File: src/rtl/id_ex_operand_stage.sv
// rtl/id_ex_operand_stage.sv - ID/EX pipeline register with operand forwarding and load-use stall
module id_ex_operand_stage #(
  parameter int DATA_W = 16,
  parameter int REG_AW = 3,
  parameter int CNT_W  = 16
) (
  input  logic              clk,
  input  logic              reset,
  input  logic              id_valid,
  input  logic [REG_AW-1:0] id_ra,
  input  logic [REG_AW-1:0] id_rb,
  input  logic              id_use_a,
  input  logic              id_use_b,
  input  logic [REG_AW-1:0] id_rw,
  input  logic              id_reg_write,
  input  logic              id_mem_read,
  input  logic [DATA_W-1:0] id_imm,
  input  logic [3:0]        id_op,
  input  logic [DATA_W-1:0] bus_a,
  input  logic [DATA_W-1:0] bus_b,
  input  logic [REG_AW-1:0] mem_rw,
  input  logic              mem_reg_write,
  input  logic [DATA_W-1:0] mem_result,
  input  logic [REG_AW-1:0] wb_rw,
  input  logic              wb_reg_write,
  input  logic [DATA_W-1:0] wb_data,
  input  logic              flush,
  output logic              stall,
  output logic              ex_valid,
  output logic [DATA_W-1:0] ex_a,
  output logic [DATA_W-1:0] ex_b,
  output logic [DATA_W-1:0] ex_imm,
  output logic [3:0]        ex_op,
  output logic [REG_AW-1:0] ex_rw,
  output logic              ex_reg_write,
  output logic              ex_mem_read,
  output logic [CNT_W-1:0]  stall_count
);

  localparam logic [CNT_W-1:0] CNT_MAX = '1;

  logic              valid_q, valid_d;
  logic [DATA_W-1:0] a_q, a_d, b_q, b_d, imm_q, imm_d;
  logic [3:0]        op_q, op_d;
  logic [REG_AW-1:0] rw_q, rw_d;
  logic              wr_q, wr_d, mr_q, mr_d;
  logic [CNT_W-1:0]  cnt_q, cnt_d;
  logic [DATA_W-1:0] fwd_a, fwd_b;
  logic              hz;

  // EX/MEM is the younger producer, so it wins over MEM/WB; R0 is hardwired zero
  function automatic logic [DATA_W-1:0] resolve(
    input logic [REG_AW-1:0] src,
    input logic [DATA_W-1:0] bus,
    input logic              m_we,
    input logic [REG_AW-1:0] m_rw,
    input logic [DATA_W-1:0] m_val,
    input logic              w_we,
    input logic [REG_AW-1:0] w_rw,
    input logic [DATA_W-1:0] w_val
  );
    if (src == '0)                  return '0;
    else if (m_we && (m_rw == src)) return m_val;
    else if (w_we && (w_rw == src)) return w_val;
    else                            return bus;
  endfunction

  always_comb begin
    fwd_a = resolve(id_ra, bus_a, mem_reg_write, mem_rw, mem_result,
                    wb_reg_write, wb_rw, wb_data);
    fwd_b = resolve(id_rb, bus_b, mem_reg_write, mem_rw, mem_result,
                    wb_reg_write, wb_rw, wb_data);
  end

  assign hz = id_valid && valid_q && mr_q && (rw_q != '0) &&
              ((id_use_a && (id_ra == rw_q)) || (id_use_b && (id_rb == rw_q)));
  assign stall = hz && !flush;

  always_comb begin
    valid_d = valid_q;
    a_d     = a_q;
    b_d     = b_q;
    imm_d   = imm_q;
    op_d    = op_q;
    rw_d    = rw_q;
    wr_d    = wr_q;
    mr_d    = mr_q;
    cnt_d   = cnt_q;
    if (flush) begin
      valid_d = 1'b0;
      wr_d    = 1'b0;
      mr_d    = 1'b0;
    end else if (stall) begin
      valid_d = 1'b0;
      wr_d    = 1'b0;
      mr_d    = 1'b0;
      if (cnt_q != CNT_MAX) cnt_d = cnt_q + 1'b1;
    end else begin
      valid_d = id_valid;
      a_d     = fwd_a;
      b_d     = fwd_b;
      imm_d   = id_imm;
      op_d    = id_op;
      rw_d    = id_rw;
      wr_d    = id_reg_write && id_valid;
      mr_d    = id_mem_read && id_valid;
    end
  end

  always_ff @(posedge clk or posedge reset) begin
    if (reset) begin
      valid_q <= 1'b0;
      a_q     <= '0;
      b_q     <= '0;
      imm_q   <= '0;
      op_q    <= '0;
      rw_q    <= '0;
      wr_q    <= 1'b0;
      mr_q    <= 1'b0;
      cnt_q   <= '0;
    end else begin
      valid_q <= valid_d;
      a_q     <= a_d;
      b_q     <= b_d;
      imm_q   <= imm_d;
      op_q    <= op_d;
      rw_q    <= rw_d;
      wr_q    <= wr_d;
      mr_q    <= mr_d;
      cnt_q   <= cnt_d;
    end
  end

  assign ex_valid     = valid_q;
  assign ex_a         = a_q;
  assign ex_b         = b_q;
  assign ex_imm       = imm_q;
  assign ex_op        = op_q;
  assign ex_rw        = rw_q;
  assign ex_reg_write = wr_q;
  assign ex_mem_read  = mr_q;
  assign stall_count  = cnt_q;

endmodule

File: config.mk
export PLATFORM = sky130hd
export DESIGN_NAME = id_ex_operand_stage
export DESIGN_NICKNAME = d
export VERILOG_FILES = /design/src/rtl/id_ex_operand_stage.sv
export SDC_FILE = /design/constraint.sdc
export NUM_CORES = 1
export LEC_CHECK = 0
export BUFFER_PORTS_ARGS = -buffer_cell sky130_fd_sc_hd__clkbuf_2
export CAP_MARGIN = 25
export CELL_PAD_IN_SITES_DETAIL_PLACEMENT = 0
export CELL_PAD_IN_SITES_GLOBAL_PLACEMENT = 1
export CORE_MARGIN = 5
export CORE_UTILIZATION = 32
export DETAILED_ROUTE_END_ITERATION = 10
export GPL_ROUTABILITY_DRIVEN = 0
export PLACE_DENSITY = 0.79
export SETUP_SLACK_MARGIN = 0.3
export SKIP_CTS_REPAIR_TIMING = 1
export SLEW_MARGIN = 20
export SYNTH_ARGS = -nofsm -noshare
export SYNTH_HDL_FRONTEND = slang
export SYNTH_SLANG_ARGS = --single-unit
File: constraint.sdc
create_clock -name clk -period 2 [get_ports clk]
set_input_delay 0.3 -clock clk [delete_from_list [all_inputs] [get_ports clk]]
set_output_delay 0.3 -clock clk [all_outputs]
set_load 0.02 [all_outputs]
==> summary.md, run 1 <==
| Metric | Value |
|---|---|
| Outcome | `finished, violations left` |
| Failing checks | `negative setup slack` |
| CP Class | `reg2out` |
| Via count | `3,423` |
| Vias per cell | `roughly 4.9` |
| Worst-Skew Late Latency | `0.33 ns` |
| Peak supply drop | `0.552 mV` |
| CP Capture Type | `output port` |
| Post-synth EDFFs | `0` |
| Final setup margin | `-0.0679 ns` |
| Top_reg_cell synth | `dfrtp_1` |
| FP Rows | `40` |
| Ys async rst share | `100%` |
| Antenna viol nets, final | `0` |
| Slew Limit Fails | `0` |
| Sink Count | `between 70 and 80` |
| Crit path launch type | `flop` |
| Layout cells sized above 1 | `55.6%` |
| IO buf count | `183` |
| Netlist cell types | `28` |
| # Max-Cap Violations | `0` |
| Starting Density | `33.0%` |
| TritonCTS buffer count | `9` |
| TritonRoute pass-1 iters | `4` |
| Hold Path Class | `in2async` |
| Clk buf depth | `2` |
| Tot Pwr | `4.43 mW` |
| Max Fanout on Critical Path | `6` |
| Final HPWL DP | `8640 um` |
| XOR/XNOR share of the synthesized area | `under 10%` |
| Die area | `about 15,000 um2` |
| Die Y | `between 100 and 150 um` |
| First-pass GRT wire length | `18,100 um` |
| Non-Filler Instances | `702` |
| Setup Skew | `0.00253 ns` |
| H-tree depth | `3` |
| Gr ovfl total | `0` |
| Hold Vio Cnt, Final | `0` |
| Drc violations | `0` |
| Most frequent cells in the layout | `clkbuf_2, dfrtp_1, mux2_2, a21oi_1` |
| Avg Cell Area, Syn | `12.0 um2` |
| Power per Cell Area | `783 nW/um2` |
| Vias in the first global route | `3,551` |
| Root Driver | `clkbuf_16` |
| Worst Tran Pin Value | `0.551 ns` |
| Final setup fails | `1` |
| Core Region | `12,100 um2` |
| Min cycle time layout | `2.07 ns` |
| Setup TNS | `-0.0679 ns` |
| Hold Slack | `0.0551 ns` |
| #FFs+latches synth | `74` |
| Crit path required time | `1.70 ns` |
| Final cycle utilization of the critical path | `103%` |
| Leak | `approximately 2.9 nW` |
| Max_slew headroom | `63.3%` |
| CTS tree | `done` |
| WP data arrival | `between 1.5 and 2 ns` |
| Ys Warns | `0` |
| RSZ-0062 raised after global routing | `yes` |
| Initial antenna violation count | `0` |
| Netlist area before placement | `3990 um2` |
| DIE WIDTH | `122 um` |
| Adder-Cell Fraction of Synth Area | `less than 1%` |
| Syn Nets | `roughly 440` |
| Fmax | `0.484 GHz` |
| Synth-to-Final Area Change | `41.6%` |
| Post-synthesis compound-gate area fraction | `9.21%` |
| Total GRT Usage | `15.5%` |
| DRT Wirelength | `11,700 um` |
| Ant diodes | `0` |
| Clk slew on worst S/H paths | `0.06 ns` |
| Largest net degree at the start of global routing | `75` |
| Main combinational cell family by area after synthesis | `multiplexers` |
| Synth Area in Simple Gates | `8.15%` |
| Routed WL per cell | `16.6 um` |
| Core Util, Final | `between 40 and 50%` |
| Sequential-to-total area share from yosys stat | `46.4%` |
| Nets | `between 600 and 700` |
| Commonest non-fill, non-tap cell in the layout | `clkbuf_2` |
| Mux share of post-synthesis cell area | `25.7%` |
| I/O pin total | `184` |
| Placed Instances | `between 600 and 700` |
| Cells after synthesis | `332` |
| Initial DRC Count | `about 160` |
[metrics by stage]
step / area (um2) / worst slack (ns)
2_1_floorplan: 4010 / 0.123
3_3_place_gp: 5170 / 0.122
3_5_place_dp: 5170 / 0.0826
4_1_cts: 5490 / -0.143
5_1_grt: 5650 / -0.176
6_report: 5650 / -0.0679
[logic make-up after synthesis]
group | after synthesis
xor gates and xnor gates | 31
and+or+nand+nor | 49
AOI/OAI and AO/OA | 69
DFF | 74
adders and majority gates | 1
buffers and inverters | 19
muxes | 89
[synth_stat cells (2+ instances only)]
library cell  count  share of area (%)
inv_1             2               0.19
clkbuf_1          8               0.75
mux2_2           40                 11
and3_1            8                1.3
mux2_4           17                6.4
nand4_1          13                2.0
a21oi_1          34                4.3
and2_1            3               0.47
or3_1             3               0.47
buf_6             3               0.85
nand3_1           6               0.75
o21ai_0          32                4.0
xnor2_2           2               0.81
buf_4             5               0.94
nor2_1            2               0.19
and4_1            4               0.88
xnor2_1          29                6.4
nand2_1           4               0.38
dfrtp_1          74                 46
nand4_2           4                1.3
mux2i_1          32                8.0
[power breakdown]
group	internal, mW	total (mW)	switching, mW
Combinational	0.468	1.00	0.533
Clock	1.07	1.68	0.613
Sequential	1.65	1.75	0.0939
[final timing paths]
path | start | end | slack [ns] | cells after the start
worst max register to register | ex_rw[1] | stall_count[4] | 0.01 | 8
max in group asynchronous | reset | ex_imm[11] | 1.61 | 3
min in group clk | id_imm[5] | ex_imm[5] | 0.20 | 2
worst max-delay path | ex_rw[1] | stall | -0.07 | 6
worst min-delay path | reset | ex_mem_read | 0.06 | 3
worst min register to register | stall_count[12] | stall_count[12] | 0.49 | 1
[critical path: stages (launching register included)]
cell and delay [ns]:
dfrtp_2 0.44, buf_4 0.15, xnor2_2 0.13, nand4_2 0.16, a211oi_2 0.26, clkbuf_16 0.19, buf_8 0.10
[final cells by class]
| type | count | area (um2) |
|---|---|---|
| multi-input cells | 239 | 2060 |
| flip-flops and latches | 74 | 1860 |
| inverters | 2 | 11.3 |
| clock inverters | 4 | 48.8 |
| repair buffers | 203 | 1200 |
| clock buffers | 12 | 267 |
| well taps | 168 | 210 |
| fillers | 1159 | 6460 |
[registers in the layout, indices dropped and copies added (netlist names)]
signal        cells
ex_mem_read       1
ex_imm           16
ex_valid          1
ex_op             4
ex_b             16
ex_reg_write      1
ex_a             16
stall_count      16
ex_rw             3
[layer usage]
layer / wire [um] / vias up / global-route usage (%) / part of all wire [%]
li1: - / 1627 / - / -
met1: 5080 / 1662 / 19.4 / 44
met2: 5560 / 118 / 25.2 / 48
met3: 744 / 16 / 3.99 / 6.4
met4: 284 / 0 / 7.21 / 2.4
met5: 0 / - / 0 / 0
No activity file was read; power rests on OpenSTA's default activity.
==> run 2: changes to the inputs <==
CORE_UTILIZATION = 30   (was 32)
CTS_CLUSTER_DIAMETER = 120   (was unset)
PLACE_DENSITY = 0.75   (was 0.79)
==> summary.md, run 2 (synthesized netlist as in run 1, its figures left out) <==
| Metric | Value |
|---|---|
| Min cycle time layout | `2.01 ns (-0.0608 ns)` |
| Cell Chain, Critical Path | `xnor2_1, nand4_1, a211oi_4, buf_12, buf_8` |
| Final cycle utilization of the critical path | `100% (-3.0 points)` |
| Cell family with most CP delay | `flip-flops` |
| Max Fanout on Critical Path | `6 (unchanged)` |
| Leak | `2.96 nW (+1.7%)` |
| Failing checks | `negative setup slack` |
| Final setup margin | `-0.00714 ns (+0.0608 ns)` |
| Initial antenna violation count | `0 (unchanged)` |
| Most frequent cells in the layout | `clkbuf_2, dfrtp_1, mux2_2, a21oi_1` |
| Worst setup path startpoint | `ex_rw[1]` |
| Outcome | `finished, violations left` |
| Worst Tran Pin Value | `0.596 ns (+0.0453 ns)` |
| First-pass GRT wire length | `18,700 um (+3.3%)` |
| CTS tree | `done` |
| Reg2reg setup slack | `0.01 ns (about the same)` |
| Hold Vio Cnt, Final | `0 (unchanged)` |
| Power per Cell Area | `786 nW/um2 (+0.42%)` |
| Vias in the first global route | `3,604 (+1.5%)` |
| Setup Skew | `0.00370 ns (+0.00118 ns)` |
| Nets | `642 (+0.47%)` |
| Final instance area | `5820 um2 (+2.9%)` |
| IO buf count | `183 (unchanged)` |
| Final setup fails | `1 (unchanged)` |
| # Max-Cap Violations | `0 (unchanged)` |
| RSZ-0062 raised after global routing | `yes` |
| Core Region | `13,100 um2 (+8.5%)` |
| Core Util, Final | `44.3% (-2.4 points)` |
| Placed Area | `5180 um2 (+0.29%)` |
| Initial DRC Count | `111 (-29%)` |
| Max_slew headroom | `60.3% (-3.0 points)` |
| CP max-delay cell | `dfrtp_2` |
| Root Driver | `clkbuf_16` |
| Clk slew on worst S/H paths | `0.06 ns (about the same)` |
| Worst-Skew Late Latency | `0.33 ns (about the same)` |
| Antenna viol nets, final | `0 (unchanged)` |
| Critical R2R Launch | `ex_rw[0]` |
| Crit path to | `stall` |
| CP Capture Type | `output port` |
| Reg2Reg Depth | `7 (-1)` |
| Die area | `15,700 um2 (+6.1%)` |
| FF-to-FF End | `ex_b[15]` |
| H-tree depth | `3 (unchanged)` |
| WP data arrival | `1.71 ns (-0.06 ns)` |
| TritonCTS buffer count | `9 (unchanged)` |
| Hold Path Class | `in2async` |
| Crit path launch type | `flop` |
| Pre-CTS WS | `0.0637 ns (-0.0189 ns)` |
| Crit path required time | `1.70 ns (about the same)` |
| Die Y | `125 um (+3.0%)` |
| Ant diodes | `0 (unchanged)` |
| FP Rows | `42 (+5.0%)` |
| Total GRT Usage | `14.7% (-0.83 points)` |
| Sink Count | `74 (unchanged)` |
| Peak supply drop | `0.312 mV (-43%)` |
| Final HPWL DP | `8800 um (+1.8%)` |
| Gr ovfl total | `0 (unchanged)` |
| Levels on crit path | `5 (-1)` |
| Layout cells sized above 1 | `57.5% (+1.9 points)` |
| CP Class | `reg2out` |
| Routed WL per cell | `17.2 um (+3.4%)` |
| Via count | `3,432 (+0.26%)` |
| Synth-to-Final Area Change | `45.7%` |
| Slowest stage delay, CP | `0.45 ns (about the same)` |
| Vias per cell | `4.81 (-1.3%)` |
| DRT Wirelength | `12,300 um (+5.0%)` |
| Fmax | `0.498 GHz (+3.0%)` |
| Commonest non-fill, non-tap cell in the layout | `clkbuf_2` |
| CP bufs+invs | `2 (-1)` |
| DIE WIDTH | `125 um (+3.0%)` |
| Starting Density | `30.4% (-2.6 points)` |
| Slew Limit Fails | `0 (unchanged)` |
| Clk buf depth | `2 (unchanged)` |
| I/O pin total | `184 (unchanged)` |
| Largest net degree at the start of global routing | `75 (unchanged)` |
| TritonRoute pass-1 iters | `4 (unchanged)` |
| Drc violations | `0 (unchanged)` |
## run 2: how the worst min path moves through the flow
stage	from	endpoint	slack [ns]
final	reset	ex_op[1]	0.07
after floorplan	id_valid	ex_valid	0.43
after global placement	reset	ex_reg_write	0.43
after detailed placement	reset	ex_op[1]	0.44
after CTS	reset	ex_op[2]	0.07
after global routing	reset	ex_op[1]	0.1
## run 2: routing by layer
layer  share of wire (%)  wire [um]  vias to the layer above  global-route usage, %
met5                   0          0                        -                      0
met4                 1.5        189                        0                   5.42
met3                 6.4        786                       14                   4.90
met2                  48       5920                      125                   23.3
met1                  44       5360                     1661                   18.7
li1                    -          -                     1632                      -
## run 2: report_power, final
part	switching [mW]	internal [mW]	total (mW)	leakage [nW]
Combinational	0.542	0.488	1.03	1.90
Sequential	0.0990	1.65	1.75	0.905
Clock	0.601	1.19	1.79	0.165
Total	1.24	3.33	4.57	2.96
## run 2: stage by stage
stage          total power [mW]  setup TNS [ns]  cells  hold slack, ns
3_5_place_dp               2.76               0    683           0.441
2_1_floorplan              2.36               0    332           0.429
4_1_cts                    4.59          -0.144    699          0.0717
6_report                   4.57        -0.00714    713          0.0657
5_1_grt                    4.79           -1.28    713          0.0988
3_3_place_gp               2.74               0    683           0.429
## run 2: layout make-up
cell class                      count  area (um2)
Timing Repair Buffer              206        1280
Tap cell                          176         220
Clock buffer                       12         267
Sequential cell                    74        1860
Inverter                            2        11.3
Multi-Input combinational cell    239        2110
Fill cell                        1270        7320
Clock inverter                      4        72.6
## run 2: worst reg2reg max path, delay by kind of cell (launching register included)
kind                   cells  cell delay, ns
AND/OR/NAND/NOR            3            0.70
flip-flops                 1            0.45
buffers and inverters      2            0.35
multiplexers               1            0.33
AO/OA/AOI/OAI              1            0.05
